**src/rtl/motor_pwm_gen.sv**
```systemverilog
`timescale 1ns/1ps
`default_nettype none
// ============================================================================
// Module   : motor_pwm_gen
// Purpose  : Dual-channel H-bridge PWM generator fed by the SPI command
//            receiver. Command bytes are captured on the synchronised rising
//            edge of load, held in shadow registers and applied only at PWM
//            period boundaries, so the outputs never glitch mid-period.
//            A direction reversal blanks the channel for one period, and a
//            command watchdog forces both channels off when frames stop.
// Revision : 1.0 - initial release
// ============================================================================
module motor_pwm_gen #(
  parameter int PRESCALE     = 4,   // clk cycles per PWM count step (>= 1)
  parameter int WDOG_PERIODS = 50   // PWM periods without a frame before trip
) (
  input  logic       clk,
  input  logic       reset_n,
  input  logic       load,
  input  logic [7:0] motor1,
  input  logic [7:0] motor2,
  output logic       pwm1,
  output logic       dir1,
  output logic       pwm2,
  output logic       dir2,
  output logic       wdog_trip
);

  // --------------------------------------------------------------------------
  // Constants
  // --------------------------------------------------------------------------
  localparam int PS_W = (PRESCALE > 1) ? $clog2(PRESCALE) : 1;
  localparam int WD_W = $clog2(WDOG_PERIODS + 1);

  localparam logic [PS_W-1:0] c_ps_last  = PS_W'(PRESCALE - 1);
  localparam logic [6:0]      c_cnt_last = 7'd126;
  localparam logic [WD_W-1:0] c_wd_limit = WD_W'(WDOG_PERIODS);
  localparam logic [WD_W-1:0] c_wd_pre   = WD_W'(WDOG_PERIODS - 1);

  // --------------------------------------------------------------------------
  // Declarations
  // --------------------------------------------------------------------------
  logic            r_load_s1;
  logic            r_load_s2;
  logic            r_load_s3;
  logic            w_capture;

  logic [PS_W-1:0] r_presc;
  logic            w_tick;
  logic [6:0]      r_count;
  logic            w_boundary;

  logic            r_pending;
  logic [WD_W-1:0] r_wd_cnt;
  logic            r_wdog_trip;
  logic            w_wd_expire;

  logic [1:0][7:0] w_cmd;
  logic [1:0]      w_pwm;
  logic [1:0]      w_dir;

  // --------------------------------------------------------------------------
  // load synchroniser and rising-edge detect.
  // The flops idle high so that releasing reset with load high is not seen
  // as a frame. Capture takes effect on the third clk edge after the rise.
  // --------------------------------------------------------------------------
  // Two-flop synchroniser plus one history flop for edge detection
  always_ff @(posedge clk or negedge reset_n) begin
    if (!reset_n) begin
      r_load_s1 <= 1'b1;
      r_load_s2 <= 1'b1;
      r_load_s3 <= 1'b1;
    end else begin
      r_load_s1 <= load;
      r_load_s2 <= r_load_s1;
      r_load_s3 <= r_load_s2;
    end
  end

  assign w_capture = r_load_s2 & ~r_load_s3;

  // --------------------------------------------------------------------------
  // Timebase: prescaler feeding a 127-step PWM counter
  // --------------------------------------------------------------------------
  assign w_tick     = (r_presc == c_ps_last);
  assign w_boundary = w_tick && (r_count == c_cnt_last);

  // Prescaler counts 0..PRESCALE-1 and wraps
  always_ff @(posedge clk or negedge reset_n) begin
    if (!reset_n) begin
      r_presc <= '0;
    end else if (w_tick) begin
      r_presc <= '0;
    end else begin
      r_presc <= r_presc + PS_W'(1);
    end
  end

  // PWM counter advances once per tick, 0..126 then back to 0
  always_ff @(posedge clk or negedge reset_n) begin
    if (!reset_n) begin
      r_count <= 7'd0;
    end else if (w_tick) begin
      if (r_count == c_cnt_last) begin
        r_count <= 7'd0;
      end else begin
        r_count <= r_count + 7'd1;
      end
    end
  end

  // --------------------------------------------------------------------------
  // Frame bookkeeping and watchdog
  // --------------------------------------------------------------------------
  // A capture on a boundary cycle wins, so freshly captured bytes are never
  // dropped when the boundary consumes the previous shadow contents.
  // Pending flag: set by a capture, consumed by the next boundary
  always_ff @(posedge clk or negedge reset_n) begin
    if (!reset_n) begin
      r_pending <= 1'b0;
    end else if (w_capture) begin
      r_pending <= 1'b1;
    end else if (w_boundary) begin
      r_pending <= 1'b0;
    end
  end

  // The trip fires on the boundary that brings the count to WDOG_PERIODS.
  assign w_wd_expire = w_boundary && !w_capture && (r_wd_cnt == c_wd_pre);

  // Watchdog period counter: cleared by capture, saturating at the limit
  always_ff @(posedge clk or negedge reset_n) begin
    if (!reset_n) begin
      r_wd_cnt <= '0;
    end else if (w_capture) begin
      r_wd_cnt <= '0;
    end else if (w_boundary && (r_wd_cnt != c_wd_limit)) begin
      r_wd_cnt <= r_wd_cnt + WD_W'(1);
    end
  end

  // Trip flag: raised on expiry, cleared only by a new frame
  always_ff @(posedge clk or negedge reset_n) begin
    if (!reset_n) begin
      r_wdog_trip <= 1'b0;
    end else if (w_capture) begin
      r_wdog_trip <= 1'b0;
    end else if (w_wd_expire) begin
      r_wdog_trip <= 1'b1;
    end
  end

  // --------------------------------------------------------------------------
  // Per-channel command path
  // --------------------------------------------------------------------------
  assign w_cmd[0] = motor1;
  assign w_cmd[1] = motor2;

  for (genvar g = 0; g < 2; g++) begin : g_ch
    logic [7:0] r_shadow;
    logic [6:0] r_mag;
    logic       r_dir;
    logic       r_blank;
    logic       r_pwm;
    logic [7:0] w_next;

    // Command seen at the boundary: the shadow when a frame is pending,
    // otherwise the currently running command (so direction is unchanged).
    assign w_next = r_pending ? r_shadow : {r_dir, r_mag};

    // Shadow register loads the command byte on capture
    always_ff @(posedge clk or negedge reset_n) begin
      if (!reset_n) begin
        r_shadow <= 8'd0;
      end else if (w_capture) begin
        r_shadow <= w_cmd[g];
      end
    end

    // Active command, direction and blanking update only at the boundary;
    // a watchdog expiry zeroes the magnitude but keeps the direction.
    always_ff @(posedge clk or negedge reset_n) begin
      if (!reset_n) begin
        r_mag   <= 7'd0;
        r_dir   <= 1'b0;
        r_blank <= 1'b0;
      end else if (w_boundary) begin
        r_mag   <= w_wd_expire ? 7'd0 : w_next[6:0];
        r_dir   <= w_next[7];
        r_blank <= w_next[7] ^ r_dir;
      end
    end

    // Registered PWM compare, suppressed while blanked or tripped
    always_ff @(posedge clk or negedge reset_n) begin
      if (!reset_n) begin
        r_pwm <= 1'b0;
      end else begin
        r_pwm <= !r_blank && !r_wdog_trip && (r_count < r_mag);
      end
    end

    assign w_pwm[g] = r_pwm;
    assign w_dir[g] = r_dir;
  end

  // --------------------------------------------------------------------------
  // Outputs (all driven straight from flops)
  // --------------------------------------------------------------------------
  assign pwm1      = w_pwm[0];
  assign dir1      = w_dir[0];
  assign pwm2      = w_pwm[1];
  assign dir2      = w_dir[1];
  assign wdog_trip = r_wdog_trip;

endmodule
`default_nettype wire

```
**config.mk**
```make
export PLATFORM = sky130hd
export DESIGN_NAME = motor_pwm_gen
export DESIGN_NICKNAME = d
export VERILOG_FILES = /design/src/rtl/motor_pwm_gen.sv
export SDC_FILE = /design/constraint.sdc
export NUM_CORES = 1
export LEC_CHECK = 0
export CAP_MARGIN = 20
export CORE_MARGIN = 1
export CORE_UTILIZATION = 40
export DETAILED_ROUTE_END_ITERATION = 10
export PLACE_DENSITY = 0.6
export SKIP_CTS_REPAIR_TIMING = 1
export SYNTH_ARGS = -nofsm -noshare
export SYNTH_HDL_FRONTEND = slang
export SYNTH_SLANG_ARGS = --single-unit
```
**constraint.sdc**
```tcl
create_clock -name clk -period 2.9 [get_ports clk]
set_clock_uncertainty 0.2 [all_clocks]
set_input_delay 0.58 -clock clk [delete_from_list [all_inputs] [get_ports clk]]
set_output_delay 0.58 -clock clk [all_outputs]
set_load 0.01 [all_outputs]
```
---- Yosys cells after proc, flatten, opt, wreduce, memory -nomap -nowiden ----
Index checks and enable logic that the tools add are counted.
storage, ports and cells
  output and inout port bits .............. 5
  bits in registers ....................... 56
operators by class
  add/sub/neg operators ................... 3
  mux-type cells .......................... 12
  order comparisons ....................... 2
  reduce and logical (&&, ||, !) cells .... 17
  eq/ne operators ......................... 4
  bitwise operators ....................... 4
operators with widths
  operator                                                       number
  7-bit two-way mux                                              3
  8-bit two-way mux                                              2
  7-bit < comparator                                             2
  6-bit two-way mux                                              2
  1-bit logical AND                                              8
  2-bit nonzero test                                             4
  7-bit by 1-bit adder with 7-bit output, second input constant  1
  7-bit == test, second input constant                           1
  6-bit by 1-bit adder with 6-bit output, second input constant  1
  6-bit == test, second input constant                           1
  6-bit != test, second input constant                           1
  1-bit zero test                                                4
  1-bit two-way mux                                              4
  2-bit by 1-bit adder with 2-bit output, second input constant  1
  2-bit == test, second input constant                           1
  2-bit two-way mux                                              1
  2-bit AND reduction                                            1
  1-bit XOR                                                      2
  1-bit bitwise AND                                              1
  1-bit inverter                                                 1

---- Depth between registers and ports, before layout ----
Gate-level depths: netlist (run 1).
  depth after elaboration ................. 7
  gate-level depth with buffers ........... 8

---- Worst setup path after synthesis (run 1) ----
Ideal clock, no wire load.
  path kind ............................... register to register
  start point ............................. register r_count[0]
  end point ............................... register g_ch[0].r_mag[4]
  cell stages (with the launch flop) ...... 9
  slack ................................... 791 ps
  arrival ................................. 1789 ps
  library setup time ...................... 121 ps
  buffers on the path ..................... 2
  data required time ...................... 2579 ps
  clock period less this slack ............ 2109 ps
  cells stage by stage .................... dfrtp_1 inv_1 ha_1 nand4_4 or3_1 buf_2 a21o_1 buf_6 a22o_1
between the ends
  longest elaborated chain between the ends .. 6
  elaborated cells on any way between the ends .. 7
  classes of those cells .................. eq/ne (1); mux (1); reduce/logical (5)
RTL lines
  element                               RTL line  RTL
  start, declared                       50        logic [6:0] r_count;
  start signal, assigned                107       r_count <= r_count + 7'd1;
  7-bit == test (*)                     86        assign w_boundary = w_tick && (r_count == c_cnt_last);
  1-bit logical AND (*)                 86
  1-bit logical AND (2 in a row)        129       assign w_wd_expire = w_boundary && !w_capture && (r_wd_cnt == c_wd_pre);
  2-bit nonzero test (no source line)   --
  2-bit AND reduction (no source line)  --
  end signal, assigned                  188       r_mag <= w_wd_expire ? 7'd0 : w_next[6:0];
  end, declared                         161       logic [6:0] r_mag;
Every way passes the cells marked *; elsewhere a longest branch is shown, timed or not.
A chain may end at the register's enable or synchronous reset.

---- Worst setup path after layout (run 1) ----
  start point ............................. register r_presc[0]
  end point ............................... register g_ch[0].r_mag[2]
between the ends
  longest elaborated chain between the ends .. 6
  elaborated cells on any way between the ends .. 7
  classes of those cells .................. eq/ne (1); mux (1); reduce/logical (5)
RTL lines
  element                               RTL line  RTL
  start, declared                       48        logic [PS_W-1:0] r_presc;
  start signal, assigned                95        r_presc <= r_presc + PS_W'(1);
  2-bit == test (*)                     85        assign w_tick = (r_presc == c_ps_last);
  1-bit logical AND (*)                 86
  1-bit logical AND (2 in a row)        129
  2-bit nonzero test (no source line)   --
  2-bit AND reduction (no source line)  --
Marks and branches as above.

==> results of run 1 <==
-- routing by layer --
| layer | vias up | GRT usage | wire, microns |
|---|---|---|---|
| li1 | 802 | - | - |
| met4 | 0 | 0.0579 | 76 |
| met1 | 817 | 0.223 | 2170 |
| met2 | 25 | 0.245 | 2090 |
| met5 | - | 0 | 0 |
| met3 | 5 | 0.0374 | 137 |
-- worst register-to-register path, cell delays in order, from the launching register on --
cell,delay [ns]
dfrtp_1,0.36
ha_1,0.36
inv_2,0.13
nor4_1,0.56
and2_1,0.56
a22o_1,0.22
-- layout by cell type (no fill, tap or decap), types with 2 or more instances in the layout --
master           instances
mux2_2                  18
nor2_1                  10
clkbuf_8                 5
mux2i_1                  2
or3_1                    3
nand2b_1                 2
a31o_2                   2
buf_4                    2
a31oi_1                  5
a22o_1                  14
a21oi_1                  9
nand2_1                  9
o21ai_0                  5
a2111o_1                 2
xor2_1                   2
nor4_1                   2
ha_1                    18
o31ai_1                  3
dfstp_2                  3
inv_1                   18
a21o_1                   4
xnor2_1                  4
dfrtp_1                 53
clkdlybuf4s50_1         22
nand4_1                  4
-- report_power, final --
part | switching, uW | leakage, uW | internal [uW]
registers | 19.9 | 0.000717 | 817
logic | 32.0 | 0.000505 | 52.0
clock network | 248 | 0.0000485 | 173
-- state kept, by name, indices dropped and copies added, names as in the netlist --
name,cells
g_ch.r_shadow,16
g_ch.r_mag,14
r_count,7
r_wd_cnt,6
g_ch.r_blank,2
r_presc,2
dir1,1
dir2,1
pwm1,1
pwm2,1
r_load_s1,1
r_load_s2,1
r_load_s3,1
r_pending,1
wdog_trip,1
-- cell families (layout without fill, tap and decap cells) --
family / count (synthesis) / after routing / synth area share
compound gates: 47 / 47 / 0.134
fa+ha+maj: 18 / 18 / 0.0872
buf+inv: 27 / 52 / 0.0450
mux: 20 / 20 / 0.0862
simple gates: 38 / 38 / 0.0833
flops: 56 / 56 / 0.544
xor+xnor: 6 / 6 / 0.0203
-- worst min-delay path by stage --
stage / start / end / cells past startpoint
final: r_load_s1 / r_load_s2 / 0
after detailed placement: r_load_s1 / r_load_s2 / 0
after CTS: r_load_s1 / r_load_s2 / 0
after global routing: r_load_s1 / r_load_s2 / 0
after floorplan: reset_n / dir1 / 0
after global placement: r_load_s1 / r_load_s2 / 0
-- metrics by stage --
step	cell area (sq um)	utilization
after global placement	2880	0.474
final	2970	0.489
after floorplan	2580	-
after detailed placement	2880	0.474
after global routing	2970	0.489
after CTS	2970	0.489
-- layout make-up --
cell class / instances / area share
flip-flops and latches: 56 / 0.474
multi-input cells: 129 / 0.359
repair buffers: 25 / 0.0810
well taps: 75 / 0.0316
inverters: 19 / 0.0240
clock buffers: 5 / 0.0232
clock inverters: 3 / 0.00759
==> metrics, run 1 <==
vias in the first global route=1583; worst skew pair latency=between 0.3 and 0.4 ns; largest net degree at the start of global routing=57; setup violators final=0; pre-CTS WS=0.470 ns; Synthesized Nets=between 200 and 250; Worst-Margin Slew=a little under 0.7 ns; H-tree levels=2; Yosys cell types=38; GP Congestion=0.698; DRT Wirelength=4.48 mm; Relative slew margins=0.538; Worst Path Arrival=2.48 ns; storage element area=0.00141 sq mm; share of the synthesized area in the top cell type=0.513; Commonest cells post-synth=dfrtp_1 (53), ha_1 (18), inv_1 (18), mux2_2 (18), a22o_1 (14); Design Power=1340 uW; WL/cell=14.3 microns; Reg2Reg Setup Slack=0.46 ns; fin crit period=2.44 ns; worst r2r path cells=5; Vias/cell=5.29; Worst EP required=2.95 ns; first-pass iteration count of the detailed router=4; worst min-delay path class=reg -> reg; Critical Path End=g_ch[0].r_mag[2]; CTS tree=built; Power per Cell Area=453 mW/mm^2; initial antenna violation count=0; Fin Hold WS=0.160 ns; Cell Area, Synth=0.00258 sq mm; reg2reg end=g_ch[0].r_mag[2]; Die X=82.4 microns; startpoint types=flip-flop; synth warn=0; core area=roughly 0.0061 sq mm; max incr delay on CP=0.56 ns; global-route wire length before repair=7.82 mm; WS Path Type=reg -> reg; Starting Density=0.426; status=finished, final reports clean; root buf cell=clkbuf_8; CP Cell Sequence=ha_1, inv_2, nor4_1, and2_1, a22o_1; Pins Over Slew Limit=0; Tcrit/Tclk final=0.840; # nets final=273; GRT overflow=0; row cnt=28; clk slew on worst S/H paths=~0.10 ns; VDD IR-drop max=about 230 uV; EDFF count, synth=0; Worst setup EP type=flip-flop; RSZ-0062 raised after global routing=false; Fmax=slightly above 400 MHz; sequential share of the synthesized area=0.544; P_leak=0.00127 uW; Critical Path Start=r_presc[0]; num ports=24; DRT iter0 DRCs=72; Avg Inst Size Synth=12.2 sq um; CP max-delay cell=nor4_1; top post-synthesis cells by area=dfrtp_1 (51%), ha_1 (8.7%), mux2_2 (7.8%), a22o_1 (4.7%), dfstp_2 (3.1%); HPWL reported at the end of detailed placement=3.21 mm; P&R area growth vs syn=14.8%; post-synthesis cell count=212; Longest Clk Path Bufs=2; Vias=around 1.6k; area of the multi-input gates=0.00106 sq mm; ys flop type=dfrtp_1; Antenna Cells=0; Crit path max-delay family=simple AND/OR/NAND/NOR gates; most common cell in the netlist=dfrtp_1; Buf/Inv on CP=1; Fin. Hold Viols=0; Layout fillers=557; launch point of the worst reg-to-reg path=r_presc[0]; final setup TNS=0 ns; post-synthesis register bit count=56; Critical Path Fanout Max=14; share of cells above drive strength 1=0.169; share of synthesized flip-flops with an asynchronous set or reset=1.00; Crit. path cell count=5; total CTS buffers=5; Port Buffer Count=23; Post-DRT Antenna Nets=0; Residual DRC=0; Die Span Y=around 82 microns; gr usage total=0.161; Die Area=0.00678 sq mm; fin cells=312; final worst slack=0.464 ns; Max Cap Viol=0; post-synth top area cell=dfrtp_1; placed cell count=304; CTS sink cnt=56
No activity file was read; power rests on OpenSTA's default activity.
==> run 2, diff against run 1 <==
PLACE_DENSITY = 0.62   (was 0.6)
clock period = 2 ns   (was 2.9 ns; I/O delays follow)
==> metrics, run 2 (same netlist as run 1, synthesis figures left out) <==
gr usage total=0.158 (-0.00241); max FFs per register=16 (unchanged); launch point of the worst reg-to-reg path=r_count[0]; Buf/Inv on CP=2 (+1); worst min-delay path class=reg -> reg; Antenna Cells=0 (unchanged); Fin. Hold Viols=0 (unchanged); global-route wire length before repair=7.96 mm (+1.8%); P_leak=0.00135 uW (+6.6%); post-layout util=0.518 (+0.0283); num ports=24 (unchanged); root buf cell=clkbuf_8; Port Buffer Count=23 (unchanged); fin crit period=1.92 ns (-0.515 ns); VDD IR-drop max=423 uV (+81%); Longest Clk Path Bufs=2 (unchanged); fin cells=327 (+4.8%); DRT iter0 DRCs=79 (+9.7%); most common cell after layout, fill and taps aside=dfrtp_1; WL/cell=14.1 microns (-1.5%); placed cell count=318 (+4.6%); Critical Path End=r_wd_cnt[1]; max incr delay on CP=0.47 ns (-0.09 ns); commonest non-fill, non-tap cells in the layout=dfrtp_1 (53), clkdlybuf4s50_1 (22), mux2_2 (18), inv_1 (17), ha_1 (17); reg2reg end=r_wd_cnt[1]; RSZ-0062 raised after global routing=true; worst r2r path cells=7 (+2); Fmax=521 MHz (+27%); first-pass iteration count of the detailed router=4 (unchanged); H-tree levels=2 (unchanged); GP Congestion=0.761 (+9.0%); Pins Over Slew Limit=0 (unchanged); status=finished, final reports clean; final setup TNS=0 ns (unchanged); Relative slew margins=0.702 (+0.164); Crit path max-delay family=compound AO/OA/AOI/OAI gates; Critical Path Start=r_count[0]; CTS sink cnt=56 (unchanged); initial antenna violation count=0 (unchanged); Reg2Reg Setup Slack=0.08 ns (-0.39 ns); DRT Wirelength=4.62 mm (+3.3%); Die Span Y=82.4 microns (unchanged); worst skew pair latency=0.31 ns (about the same); P&R area growth vs syn=21.5%; setup violators final=0 (unchanged); total CTS buffers=5 (unchanged); Design Power=1970 uW (+47%); # nets final=288 (+5.5%); register with the most flip-flops=g_ch.r_shadow; Layout fillers=556 (-0.18%); GRT overflow=0 (unchanged); Vias/cell=5.17 (-2.2%); vias in the first global route=1658 (+4.7%); CTS tree=built; Power per Cell Area=628 mW/mm^2 (+39%); Tcrit/Tclk final=0.960 (+0.121); share of cells above drive strength 1=0.226 (+0.0574); largest net degree at the start of global routing=57 (unchanged); CP max-delay cell=a2111oi_2; Residual DRC=0 (unchanged); Fin Hold WS=0.161 ns (+0.000745 ns); core area=0.00606 sq mm (unchanged); Worst Path Arrival=1.95 ns (-0.53 ns); Max Cap Viol=0 (unchanged); WS Path Type=reg -> reg; Die Area=0.00678 sq mm (unchanged); clk slew on worst S/H paths=0.11 ns (about the same); Hold Crit Start=r_load_s1; Starting Density=0.426 (unchanged); Post-DRT Antenna Nets=0 (unchanged); Die X=82.4 microns (unchanged); HPWL reported at the end of detailed placement=3.32 mm (+3.5%); Worst setup EP type=flip-flop; row cnt=28 (unchanged); Critical Path Fanout Max=5 (-9); CP Cell Sequence=inv_2, ha_4, nand4_4, buf_4, a2111oi_2, nor2_1, a211oi_1; Vias=1691 (+2.5%); Worst EP required=2.03 ns (-0.92 ns); startpoint types=flip-flop; Crit. path cell count=7 (+2); Top Registers=g_ch.r_shadow (16), g_ch.r_mag (14), r_count (7); Worst-Margin Slew=0.446 ns (-0.247 ns)
## run 2: changes by cell type in the layout (fill, tap and decap cells not counted), sizes merged
cell	before	now
buf	3	17
clkinv	2	1
clkinvlp	0	1
dlygate4sd3	0	1
## run 2: power by group
group	internal [uW]	switching (uW)
Sequential	1180	28.0
Combinational	82.2	48.1
Clock	250	377
Total	1520	453
## run 2: cell type report
type,count,area [sq um],area share
Timing Repair Buffer,40,393,0.125
Inverter,19,71.3,0.0227
Tap cell,75,93.8,0.0299
Clock buffer,5,68.8,0.0219
Clock inverter,3,21.3,0.00678
Sequential cell,56,1410,0.448
Multi-Input combinational cell,129,1080,0.346
## run 2: how the worst min path moves through the flow
stage | to | slack [ns] | depth (start not counted)
detailed placement | r_load_s2 | 0.15 | 0
global placement | r_load_s2 | 0.15 | 0
global route | r_load_s2 | 0.17 | 0
floorplan | dir1 | -0.1 | 0
CTS | r_count[5] | -0.13 | 2
finish | r_load_s2 | 0.16 | 0
## run 2: metal layers
metal	track usage	up-vias	routed length (microns)
li1	-	833	-
met1	0.218	822	2310
met2	0.245	27	2090
met3	0.0319	9	142
met4	0.0596	0	75
met5	0	-	0
## run 2: through the flow
stage	area (sq um)	setup WS, ns
2_1_floorplan	2600	-0.0642
3_3_place_gp	3030	0.0615
3_5_place_dp	3030	-0.00882
4_1_cts	3120	-0.0213
5_1_grt	3140	-0.0624
6_report	3140	0.0791
